**src/rtl/uart_rx_ctrl_if.sv**
```systemverilog
// Controller-side bundle of the UART receiver: serial line, shift-register
// strobe and parallel data, and the host status/acknowledge signals.
interface uart_rx_ctrl_if #(
  parameter int NUM_DATA_BITS = 8
);
  logic                     serial_in;
  logic [NUM_DATA_BITS-1:0] rcv_data;
  logic                     data_read;
  logic                     shift_enable;
  logic [NUM_DATA_BITS-1:0] rx_data;
  logic                     data_ready;
  logic                     framing_error;
  logic                     overrun_error;
  logic                     busy;

  modport slave (
    input  serial_in, rcv_data, data_read,
    output shift_enable, rx_data, data_ready, framing_error, overrun_error, busy
  );

  modport master (
    output serial_in, rcv_data, data_read,
    input  shift_enable, rx_data, data_ready, framing_error, overrun_error, busy
  );
endinterface

```
**src/rtl/uart_rx_ctrl.sv**
```systemverilog
// UART receive control: start-edge detection, bit timing, shift strobes,
// stop-bit check and holding register with ready/framing/overrun status.
module uart_rx_ctrl #(
  parameter int CLKS_PER_BIT  = 10,
  parameter int NUM_DATA_BITS = 8
) (
  input logic           clk_i,
  input logic           rst_i,
  uart_rx_ctrl_if.slave bus
);
  localparam int CW = $clog2(CLKS_PER_BIT);
  localparam int BW = $clog2(NUM_DATA_BITS + 1);

  localparam logic [CW-1:0] CNT_ZERO  = CW'(0);
  localparam logic [CW-1:0] CNT_ONE   = CW'(1);
  localparam logic [CW-1:0] HALF_LAST = CW'(CLKS_PER_BIT / 2 - 1);
  localparam logic [CW-1:0] PRE_LAST  = CW'(CLKS_PER_BIT - 2);
  localparam logic [CW-1:0] BIT_LAST  = CW'(CLKS_PER_BIT - 1);
  localparam logic [BW-1:0] BIT_ZERO  = BW'(0);
  localparam logic [BW-1:0] BIT_ONE   = BW'(1);
  localparam logic [BW-1:0] BITS_LAST = BW'(NUM_DATA_BITS - 1);

  typedef enum logic [2:0] {
    IDLE  = 3'd0,
    START = 3'd1,
    DATA  = 3'd2,
    STOP  = 3'd3,
    LOAD  = 3'd4
  } state_e;

  state_e                   state_q, state_d;
  logic [CW-1:0]            cnt_q, cnt_d, cnt_step_s;
  logic [BW-1:0]            bit_q, bit_d, bit_step_s;
  logic                     prev_in_q;
  logic                     shift_en_q, shift_en_d;
  logic [NUM_DATA_BITS-1:0] rx_data_q, rx_data_d;
  logic                     ready_q, ready_d;
  logic                     fe_q, fe_d;
  logic                     ovr_q, ovr_d;
  logic                     busy_q, busy_d;
  logic                     start_edge_s;
  logic                     host_ack_s;

  // Next-state, counter and status logic.
  always_comb begin
    state_d    = state_q;
    cnt_step_s = cnt_q + CNT_ONE;
    bit_step_s = bit_q;
    shift_en_d = 1'b0;
    rx_data_d  = rx_data_q;
    ready_d    = ready_q;
    fe_d       = fe_q;
    ovr_d      = ovr_q;

    start_edge_s = prev_in_q & ~bus.serial_in;
    host_ack_s   = bus.data_read & ready_q & (state_q != LOAD);

    if (host_ack_s) begin
      ready_d = 1'b0;
      ovr_d   = 1'b0;
    end else begin
      ready_d = ready_q;
      ovr_d   = ovr_q;
    end

    case (state_q)
      IDLE: begin
        cnt_step_s = CNT_ZERO;
        if (start_edge_s) begin
          state_d = START;
          fe_d    = 1'b0;
        end else begin
          state_d = IDLE;
        end
      end
      START: begin
        if (cnt_q == HALF_LAST) begin
          state_d = bus.serial_in ? IDLE : DATA;
        end else begin
          state_d = START;
        end
      end
      DATA: begin
        // Registered strobe is launched one cycle early so it lands on the midpoint cycle.
        shift_en_d = (cnt_q == PRE_LAST);
        if (cnt_q == BIT_LAST) begin
          cnt_step_s = CNT_ZERO;
          if (bit_q == BITS_LAST) begin
            state_d = STOP;
          end else begin
            bit_step_s = bit_q + BIT_ONE;
          end
        end else begin
          state_d = DATA;
        end
      end
      STOP: begin
        if (cnt_q == BIT_LAST) begin
          if (bus.serial_in) begin
            state_d = LOAD;
          end else begin
            fe_d    = 1'b1;
            state_d = IDLE;
          end
        end else begin
          state_d = STOP;
        end
      end
      LOAD: begin
        rx_data_d = bus.rcv_data;
        ready_d   = 1'b1;
        if (ready_q && !bus.data_read) begin
          ovr_d = 1'b1;
        end else begin
          ovr_d = ovr_q;
        end
        state_d = IDLE;
      end
      default: begin
        state_d = IDLE;
      end
    endcase

    cnt_d  = (state_d != state_q) ? CNT_ZERO : cnt_step_s;
    bit_d  = (state_d != state_q) ? BIT_ZERO : bit_step_s;
    busy_d = (state_d != IDLE);
  end

  // State and output registers; rst_i overrides every other input.
  always_ff @(posedge clk_i) begin
    if (rst_i) begin
      state_q    <= IDLE;
      cnt_q      <= CNT_ZERO;
      bit_q      <= BIT_ZERO;
      prev_in_q  <= 1'b1;
      shift_en_q <= 1'b0;
      rx_data_q  <= {NUM_DATA_BITS{1'b0}};
      ready_q    <= 1'b0;
      fe_q       <= 1'b0;
      ovr_q      <= 1'b0;
      busy_q     <= 1'b0;
    end else begin
      state_q    <= state_d;
      cnt_q      <= cnt_d;
      bit_q      <= bit_d;
      prev_in_q  <= bus.serial_in;
      shift_en_q <= shift_en_d;
      rx_data_q  <= rx_data_d;
      ready_q    <= ready_d;
      fe_q       <= fe_d;
      ovr_q      <= ovr_d;
      busy_q     <= busy_d;
    end
  end

  assign bus.shift_enable  = shift_en_q;
  assign bus.rx_data       = rx_data_q;
  assign bus.data_ready    = ready_q;
  assign bus.framing_error = fe_q;
  assign bus.overrun_error = ovr_q;
  assign bus.busy          = busy_q;
endmodule

```
**src/flat_wrapper.sv**
```systemverilog
// flat-port wrapper written by rule: the top's interface ports become plain ports
module uart_rx_ctrl_flat 
#(
  parameter int CLKS_PER_BIT  = 10,
  parameter int NUM_DATA_BITS = 8
)
  (clk_i, rst_i, bus_serial_in, bus_rcv_data, bus_data_read, bus_shift_enable, bus_rx_data, bus_data_ready, bus_framing_error, bus_overrun_error, bus_busy);
  uart_rx_ctrl_if #(.NUM_DATA_BITS(NUM_DATA_BITS)) bus_i ();
  input logic clk_i;
  input logic rst_i;
  input wire logic [$bits(bus_i.serial_in)-1:0] bus_serial_in;
  input wire logic [$bits(bus_i.rcv_data)-1:0] bus_rcv_data;
  input wire logic [$bits(bus_i.data_read)-1:0] bus_data_read;
  output wire logic [$bits(bus_i.shift_enable)-1:0] bus_shift_enable;
  output wire logic [$bits(bus_i.rx_data)-1:0] bus_rx_data;
  output wire logic [$bits(bus_i.data_ready)-1:0] bus_data_ready;
  output wire logic [$bits(bus_i.framing_error)-1:0] bus_framing_error;
  output wire logic [$bits(bus_i.overrun_error)-1:0] bus_overrun_error;
  output wire logic [$bits(bus_i.busy)-1:0] bus_busy;
  assign bus_i.serial_in = bus_serial_in;
  assign bus_i.rcv_data = bus_rcv_data;
  assign bus_i.data_read = bus_data_read;
  assign bus_shift_enable = bus_i.shift_enable;
  assign bus_rx_data = bus_i.rx_data;
  assign bus_data_ready = bus_i.data_ready;
  assign bus_framing_error = bus_i.framing_error;
  assign bus_overrun_error = bus_i.overrun_error;
  assign bus_busy = bus_i.busy;
  uart_rx_ctrl #(.CLKS_PER_BIT(CLKS_PER_BIT), .NUM_DATA_BITS(NUM_DATA_BITS)) u_core (.clk_i(clk_i), .rst_i(rst_i), .bus(bus_i));
endmodule
```
**config.mk**
```make
export PLATFORM = sky130hd
export DESIGN_NAME = uart_rx_ctrl_flat
export DESIGN_NICKNAME = d
export VERILOG_FILES = /design/src/rtl/uart_rx_ctrl_if.sv /design/src/rtl/uart_rx_ctrl.sv /design/src/flat_wrapper.sv
export SDC_FILE = /design/constraint.sdc
export NUM_CORES = 1
export LEC_CHECK = 0
export ABC_CLOCK_PERIOD_IN_PS = 1550
export CORE_MARGIN = 4
export CORE_UTILIZATION = 44
export CTS_CLUSTER_DIAMETER = 200
export CTS_CLUSTER_SIZE = 8
export DETAILED_ROUTE_END_ITERATION = 10
export PLACE_DENSITY = 0.71
export SLEW_MARGIN = 40
export SYNTH_ARGS = -nofsm -noshare
export SYNTH_HDL_FRONTEND = slang
export SYNTH_SLANG_ARGS = --single-unit
```
**constraint.sdc**
```tcl
create_clock -name clk_i -period 1.55 [get_ports clk_i]
set_input_delay 0.155 -clock clk_i [delete_from_list [all_inputs] [get_ports clk_i]]
set_output_delay 0.155 -clock clk_i [all_outputs]
set_load 0.02 [all_outputs]
```
==> qor_table.md, run 1 <==
| Item | Reported | Unit |
|:---|:---|:---|
| Type of destination of the critical path | flop | - |
| Category of the critical setup timing path | flop to flop | - |
| Initial antenna violation count | 0 | - |
| Net count reported at finish | 176 | - |
| Worst-skew pair later-pin latency | 0.32 | ns |
| Number of ports placed on the die boundary | 25 | - |
| Maximum frequency from static timing analysis | 671 | MHz |
| Arrival time at the worst endpoint | 1.76 | ns |
| Routed vias | 977 | - |
| Total global routing track utilization | 0.152 | - |
| Per-cell via count in the routed design | 5.17 | - |
| Yosys warnings | 0 | - |
| Relative slew slack | 0.770 | - |
| Post-route fraction of the period consumed by the critical path | 0.962 | - |
| DIE HEIGHT | 59.6 | µm |
| Leakage power total | 0.561 | nW |
| Clock share of power | 0.272 | - |
| Area of the core | 2500 | µm² |
| Count of hold buffers inserted by post-cts repair | 0 | - |
| Total power divided by cell area | 692 | nW/µm² |
| RR Startpoint | u_core.cnt_q[1] | - |
| Buffers added on ports | 24 | - |
| Mapped cell area | 1170 | µm² |
| Estimated wirelength of the detail-placed design | 1880 | µm |
| Total internal power | 821 | µW |
| Cell count after placement | 184 | - |
| Pin count of the biggest net entering global routing | 17 | - |
| Synth Area per Inst | 9.21 | µm² |
| Shortest period the worst path allows | 1.49 | ns |
| RR Endpoint | u_core.cnt_q[3] | - |
| Placer Congestion | 0.844 | - |
| Synth Register Bits | 25 | - |
| Peak supply drop | 0.570 | mV |
| Unrepaired setup endpoints after global routing | true | - |
| Number of failing hold endpoints at the final stage | 0 | - |
| Switching power of the nets | 248 | µW |
| Post-synthesis instance total | 127 | - |
| Number of enable flip-flop cells after synthesis | 0 | - |
| Post-route clock skew | 0.00584 | ns |
| Critical path peak fanout | 4 | - |
| Width of the chip | 59.6 | µm |
| Starting DRC count in detailed routing | 30 | - |
| Worst Hold Class | input port to flop | - |
| Count of placed standard cells in the final layout, fillers left out | 189 | - |
| CTS buffer count | 3 | - |
| Result of the run | complete, no violations | - |
| Register share of total power | 0.616 | - |
| Synth Net Count | 143 | - |
| Initial standard-cell utilization of the core | 0.468 | - |
| First-pass iteration count of the detailed router | 4 | - |
| Slew at the pin closest to its max-slew limit | 0.344 | ns |
| Most instantiated flip-flop cell in the synthesis netlist | sky130_fd_sc_hd__dfxtp_1 | - |
| Capture point of the worst path | u_core.cnt_q[3] | - |
| Number of setup violations in the final report | 0 | - |
| Switching fraction of total power | 0.232 | - |
| Fraction of final layout cells with drive strength greater than 1 | 0.214 | - |
| Data required time of the critical path | 1.82 | ns |
| Sequential fraction of the synthesis area | 0.428 | - |
| Total number of placement rows | 18 | - |
| FFs w/ async S/R, synth | 0 | - |
| CTS H-Tree Depth | 1 | - |
| Max-cap violations | 0 | - |
| Average wire length per cell after detail routing | 13.0 | µm |
| Clock-pin slew on the worst setup and hold paths | 0.13 | ns |
| Root cell of the clock tree | sky130_fd_sc_hd__clkbuf_4 | - |
| Global-route wire length before repair | 4180 | µm |
| Total wire length after detailed routing | 2450 | µm |
| Clock buffer depth | 2 | - |
| Antenna diode count | 0 | - |
| Max Transition Viols Final | 0 | - |
| Launch point of the worst path | u_core.cnt_q[1] | - |
| CTS Sinks | 25 | - |
| Utilization of the core after routing | 0.618 | - |
| Number of global-route vias before repair | 1,015 | - |
| Area of the die | 3550 | µm² |
| DRC errors left | 0 | - |
| Kind of start point of the critical path | flop | - |
| Overall power of the completed layout | 1.07 | mW |
| Clock tree from TritonCTS | done | - |
| Antenna viol nets, final | 0 | - |
| GRT overflow | 0 | - |
| Area growth from synthesis to final layout | 32.1 | % |
| Fill cell count | 228 | - |
| Unique masters post-synth | 38 | - |
| Register-to-Register Path Depth | 6 | - |
| Internal reg-to-reg setup slack | 0.06 | ns |
| Part of the power in combinational logic | 0.112 | - |
## critical path, stage by stage, from the launching register on
cell,delay (ns)
sky130_fd_sc_hd__dfxtp_2,0.36
sky130_fd_sc_hd__inv_2,0.05
sky130_fd_sc_hd__ha_4,0.15
sky130_fd_sc_hd__and3b_4,0.21
sky130_fd_sc_hd__a2111oi_4,0.35
sky130_fd_sc_hd__o211ai_2,0.20
sky130_fd_sc_hd__nor2_1,0.13
## layer usage
metal	wire [µm]	share of wire	GRT usage
met1	1070	0.44	0.175
met5	0	0	0
met2	1230	0.50	0.278
met3	125	0.051	0.0261
met4	24	0.0098	0.0570
## cell families after synthesis
group / Yosys count / synth area share
compound gates: 25 / 0.165
xor+xnor: 4 / 0.0300
fa+ha+maj: 4 / 0.0428
buf+inv: 11 / 0.0396
flops: 25 / 0.428
mux: 1 / 0.00856
simple gates: 57 / 0.287
## power groups by stage
stage | Clock [mW] | Combinational (mW) | Sequential [mW]
floorplan | 0 | 0.0598 | 0.672
global placement | 0 | 0.116 | 0.672
detailed placement | 0 | 0.117 | 0.673
CTS | 0.310 | 0.121 | 0.659
global route | 0.331 | 0.131 | 0.661
finish | 0.291 | 0.120 | 0.659
## cell usage in the layout, fill, tap and decap left out, types with 2 or more instances in the layout
master	Yosys	final
sky130_fd_sc_hd__nand2_1	19	19
sky130_fd_sc_hd__or2_2	2	2
sky130_fd_sc_hd__dfxtp_2	0	4
sky130_fd_sc_hd__buf_4	0	10
sky130_fd_sc_hd__nand3b_1	2	2
sky130_fd_sc_hd__nor3b_2	3	3
sky130_fd_sc_hd__nor3_1	4	4
sky130_fd_sc_hd__xor2_1	3	3
sky130_fd_sc_hd__a21oi_1	13	13
sky130_fd_sc_hd__nand4_1	2	2
sky130_fd_sc_hd__inv_1	5	3
sky130_fd_sc_hd__nor2_1	10	10
sky130_fd_sc_hd__inv_2	0	2
sky130_fd_sc_hd__nand3_1	2	2
sky130_fd_sc_hd__clkbuf_4	0	3
sky130_fd_sc_hd__ha_1	4	2
sky130_fd_sc_hd__clkdlybuf4s50_1	0	23
sky130_fd_sc_hd__dfxtp_1	25	21
sky130_fd_sc_hd__nand2b_1	5	5
## flip-flops by register name, summed over array words and instances (netlist names)
| register | count |
|---|---|
| u_core.bus.overrun_error | 1 |
| u_core.bus.rx_data | 8 |
| u_core.prev_in_q | 1 |
| u_core.bus.framing_error | 1 |
| u_core.cnt_q | 4 |
| u_core.state_q | 3 |
| u_core.bus.data_ready | 1 |
| u_core.bus.shift_enable | 1 |
| u_core.bus.busy | 1 |
| u_core.bit_q | 4 |
## worst min-delay path by stage
| stage | from | slack (ns) | depth (start not counted) | end |
|---|---|---|---|---|
| floorplan | bus_serial_in | 0.26 | 1 | u_core.prev_in_q |
| global placement | u_core.bus.rx_data[6] | 0.44 | 2 | u_core.bus.rx_data[6] |
| detailed placement | u_core.bus.rx_data[3] | 0.45 | 2 | u_core.bus.rx_data[3] |
| CTS | bus_rcv_data[1] | 0.37 | 3 | u_core.bus.rx_data[1] |
| global route | bus_rcv_data[7] | 0.38 | 3 | u_core.bus.rx_data[7] |
| finish | bus_rcv_data[1] | 0.38 | 3 | u_core.bus.rx_data[1] |
## per-stage QoR
stage	TNS, ns	setup WS, ns	area, µm²	hold WS (ns)
finish	0	0.0596	1550	0.380
detailed placement	-0.929	-0.138	1490	0.454
global route	-0.354	-0.0790	1550	0.381
floorplan	0	0.0414	1170	0.262
global placement	-0.514	-0.0897	1490	0.443
CTS	-0.0113	-0.0113	1540	0.368
## cells in the mapped netlist (2+ instances only)
master,number,area [µm²]
sky130_fd_sc_hd__dfxtp_1,25,500
sky130_fd_sc_hd__nand4_1,2,12.5
sky130_fd_sc_hd__nand2_1,19,71.3
sky130_fd_sc_hd__nor3b_2,3,37.5
sky130_fd_sc_hd__buf_2,4,20.0
sky130_fd_sc_hd__a21oi_1,13,65.1
sky130_fd_sc_hd__nor3_1,4,20.0
sky130_fd_sc_hd__inv_1,5,18.8
sky130_fd_sc_hd__or2_2,2,12.5
sky130_fd_sc_hd__nand3_1,2,10.0
sky130_fd_sc_hd__nor2_1,10,37.5
sky130_fd_sc_hd__ha_1,4,50.1
sky130_fd_sc_hd__clkbuf_1,2,7.51
sky130_fd_sc_hd__nand2b_1,5,31.3
sky130_fd_sc_hd__xor2_1,3,26.3
sky130_fd_sc_hd__nand3b_1,2,15.0
## cell type report
type,count,area (µm²),area share
Timing Repair Buffer,34,318,0.206
Sequential cell,25,505,0.327
Tap cell,30,37.5,0.0243
Multi-Input combinational cell,91,639,0.414
Inverter,5,18.8,0.0121
Clock buffer,4,26.3,0.0170
## timing repair
| action | in CTS | in global routing |
|---|---|---|
| pin swaps | 4 | 8 |
| resized for setup | 6 | 5 |
| setup buffers | 1 | 0 |
| setup endpoints to repair | 8 | 10 |
No activity file was read; power rests on OpenSTA's default activity.
==> inputs of run 2 (changes only) <==
--- a/config.mk
+++ b/config.mk
@@ -5,13 +5,14 @@
 export SDC_FILE = /design/constraint.sdc
 export NUM_CORES = 1
 export LEC_CHECK = 0
-export ABC_CLOCK_PERIOD_IN_PS = 1550
+export ABC_CLOCK_PERIOD_IN_PS = 1850
 export CORE_MARGIN = 4
-export CORE_UTILIZATION = 44
+export CORE_UTILIZATION = 54
 export CTS_CLUSTER_DIAMETER = 200
 export CTS_CLUSTER_SIZE = 8
 export DETAILED_ROUTE_END_ITERATION = 10
-export PLACE_DENSITY = 0.71
+export DONT_BUFFER_PORTS = 1
+export PLACE_DENSITY = 0.67
 export SLEW_MARGIN = 40
 export SYNTH_ARGS = -nofsm -noshare
 export SYNTH_HDL_FRONTEND = slang
==> constraint.sdc (replaced) <==
create_clock -name clk_i -period 1.85 [get_ports clk_i]
set_input_delay 0.185 -clock clk_i [delete_from_list [all_inputs] [get_ports clk_i]]
set_output_delay 0.185 -clock clk_i [all_outputs]
set_load 0.02 [all_outputs]
==> run 2 against run 1 <==
Net effect: routed wire length decreased by 9.3%; first-iteration DRC count shrank 27%; sequential share of layout area up 5.5 points; total power shrank 19%; sequential power shrank 15%; final area is 15% lower; critical path type unchanged; largest cell class unchanged; highest routed layer unchanged.
==> qor_table.md, run 2 (synthesis gave the netlist of run 1 again) <==
| Item | Reported | Unit | Delta |
|:---|:---|:---|:---|
| Result of the run | complete, no violations | - | unchanged |
| Sequential cell area | 500 | µm² | was 505 µm² |
| Total global routing track utilization | 0.168 | - | was 0.152 |
| Number of ports placed on the die boundary | 25 | - | unchanged |
| Unrepaired setup endpoints after global routing | false | - | was true |
| Placer Congestion | 0.831 | - | was 0.844 |
| Antenna diode count | 0 | - | unchanged |
| Number of global-route vias before repair | 852 | - | was 1,015 |
| Clock buffer depth | 2 | - | unchanged |
| Total Neg Setup Slack | 0 | ns | unchanged |
| Leakage power total | 0.451 | nW | was 0.561 nW |
| Worst hold margin | 0.0393 | ns | was 0.380 ns |
| Starting DRC count in detailed routing | 22 | - | was 30 |
| Clock tree from TritonCTS | done | - | unchanged |
| Type of destination of the critical path | flop | - | unchanged |
| Maximum frequency from static timing analysis | 605 | MHz | was 671 MHz |
| Buffers added on ports | 0 | - | was 24 |
| Critical path peak fanout | 5 | - | was 4 |
| Total number of placement rows | 16 | - | was 18 |
| Total power divided by cell area | 661 | nW/µm² | was 692 nW/µm² |
| Per-cell via count in the routed design | 5.52 | - | was 5.17 |
| Max Transition Viols Final | 0 | - | unchanged |
| Average wire length per cell after detail routing | 13.6 | µm | was 13.0 µm |
| Category of the critical setup timing path | flop to flop | - | unchanged |
| First-pass iteration count of the detailed router | 4 | - | unchanged |
| Part of the power in combinational logic | 0.079 | - | was 0.112 |
| Shortest period the worst path allows | 1.65 | ns | was 1.49 ns |
| Count of hold buffers inserted by post-cts repair | 10 | - | was 0 |
| Switching power of the nets | 198 | µW | was 248 µW |
| Root cell of the clock tree | sky130_fd_sc_hd__clkbuf_4 | - | unchanged |
| Fraction of final layout cells with drive strength greater than 1 | 0.118 | - | was 0.214 |
| Most frequent standard cell in the layout excluding fill and tap cells | sky130_fd_sc_hd__dfxtp_1 | - | was sky130_fd_sc_hd__clkdlybuf4s50_1 |
| CTS Sinks | 25 | - | unchanged |
| Peak supply drop | 0.475 | mV | was 0.570 mV |
| Post-route clock skew | 0.000367 | ns | was 0.00584 ns |
| Total internal power | 667 | µW | was 821 µW |
| Worst Hold Class | input port to flop | - | unchanged |
| Number of flip-flops under the largest register name | 8 | - | unchanged |
| Antenna viol nets, final | 0 | - | unchanged |
| Number of setup violations in the final report | 0 | - | unchanged |
| Total wire length after detailed routing | 2220 | µm | was 2450 µm |
| Initial standard-cell utilization of the core | 0.584 | - | was 0.468 |
| Number of instances resized during post-cts repair | 0 | - | was 6 |
| Routed vias | 900 | - | was 977 |
| Fill cell count | 171 | - | was 228 |
| GRT overflow | 0 | - | unchanged |
| Post-route fraction of the period consumed by the critical path | 0.893 | - | was 0.962 |
| Area growth from synthesis to final layout | 12.0 | % | was 32.1% |
| Data required time of the critical path | 2.11 | ns | was 1.82 ns |
| Relative slew slack | 0.665 | - | was 0.770 |
| Arrival time at the worst endpoint | 1.91 | ns | was 1.76 ns |
| Switching fraction of total power | 0.229 | - | was 0.232 |
| Kind of start point of the critical path | flop | - | unchanged |
| Clock share of power | 0.278 | - | was 0.272 |
| Leading cell types in the layout, fill and taps excluded | sky130_fd_sc_hd__dfxtp_1 (25), sky130_fd_sc_hd__nand2_1 (19), sky130_fd_sc_hd__a21oi_1 (13), sky130_fd_sc_hd__nor2_1 (10), sky130_fd_sc_hd__dlygate4sd3_1 (10) | - | was sky130_fd_sc_hd__clkdlybuf4s50_1 (23), sky130_fd_sc_hd__dfxtp_1 (21), sky130_fd_sc_hd__nand2_1 (19), sky130_fd_sc_hd__a21oi_1 (13) |
| Area of the die | 2980 | µm² | was 3550 µm² |
| CTS buffer count | 3 | - | unchanged |
| Max-cap violations | 0 | - | unchanged |
| Initial antenna violation count | 0 | - | unchanged |
| Area taken by multi-input logic gates | 623 | µm² | was 639 µm² |
| Register share of total power | 0.643 | - | was 0.616 |
| Estimated wirelength of the detail-placed design | 1590 | µm | was 1880 µm |
| Width of the chip | 54.5 | µm | was 59.6 µm |
| Area of the core | 2000 | µm² | was 2500 µm² |
| CTS H-Tree Depth | 1 | - | unchanged |
| DRC errors left | 0 | - | unchanged |
| Number of failing hold endpoints at the final stage | 0 | - | unchanged |
| DIE HEIGHT | 54.5 | µm | was 59.6 µm |
| Net count reported at finish | 153 | - | was 176 |
| Pin count of the biggest net entering global routing | 16 | - | was 17 |
| Slew at the pin closest to its max-slew limit | 0.500 | ns | was 0.344 ns |
| Global-route wire length before repair | 3620 | µm | was 4180 µm |
| Post-CTS setup buffer count | 0 | - | was 1 |
| Clock-pin slew on the worst setup and hold paths | 0.13 | ns | about the same |
| Worst-skew pair later-pin latency | 0.31 | ns | was 0.32 ns |
run 2: cell type report:
cell class,count,area share
timing repair buffer,11,0.0821
clock buffer,4,0.0201
inverter,5,0.0143
multi-input combinational,91,0.476
sequential,25,0.382
tap,27,0.0258
run 2: stage by stage:
stage / area (µm²) / setup slack [ns] / power [mW] / util / cells
6_report: 1310 / 0.198 / 0.866 / 0.654 / 163
3_5_place_dp: 1180 / 0.205 / 0.616 / 0.591 / 149
4_1_cts: 1310 / 0.188 / 0.872 / 0.654 / 163
2_1_floorplan: 1170 / 0.341 / 0.613 / - / 127
5_1_grt: 1310 / 0.0803 / 0.903 / 0.654 / 163
3_3_place_gp: 1180 / 0.300 / 0.614 / 0.591 / 149
run 2: power by group through the flow:
stage,Sequential (mW),Clock [mW],Combinational (mW)
floorplan,0.563,0,0.0501
global placement,0.569,0,0.0458
detailed placement,0.570,0,0.0463
CTS,0.557,0.247,0.0681
global route,0.559,0.269,0.0739
finish,0.557,0.241,0.0680
run 2: critical path, stage by stage (launching register included):
cell and delay, ns:
sky130_fd_sc_hd__dfxtp_1 0.43, sky130_fd_sc_hd__inv_1 0.07, sky130_fd_sc_hd__ha_1 0.21, sky130_fd_sc_hd__and3b_4 0.22
sky130_fd_sc_hd__a2111oi_4 0.35, sky130_fd_sc_hd__o21ai_2 0.14, sky130_fd_sc_hd__nor3b_2 0.18
run 2: worst paths after layout:
path | start | slack [ns] | depth (start not counted) | endpoint
worst min register to register | u_core.cnt_q[0] | 0.50 | 1 | u_core.cnt_q[0]
worst max register to register | u_core.cnt_q[0] | 0.20 | 6 | u_core.bit_q[2]
worst max-delay path | u_core.cnt_q[0] | 0.20 | 6 | u_core.bit_q[2]
worst min-delay path | bus_data_read | 0.04 | 2 | u_core.bus.data_ready
run 2: routing by layer:
layer | track usage | wire (µm) | up-vias
li1 | - | - | 459
met4 | 0.0747 | 34 | 0
met3 | 0.0354 | 119 | 5
met2 | 0.271 | 999 | 22
met5 | 0 | 0 | -
met1 | 0.213 | 1070 | 414
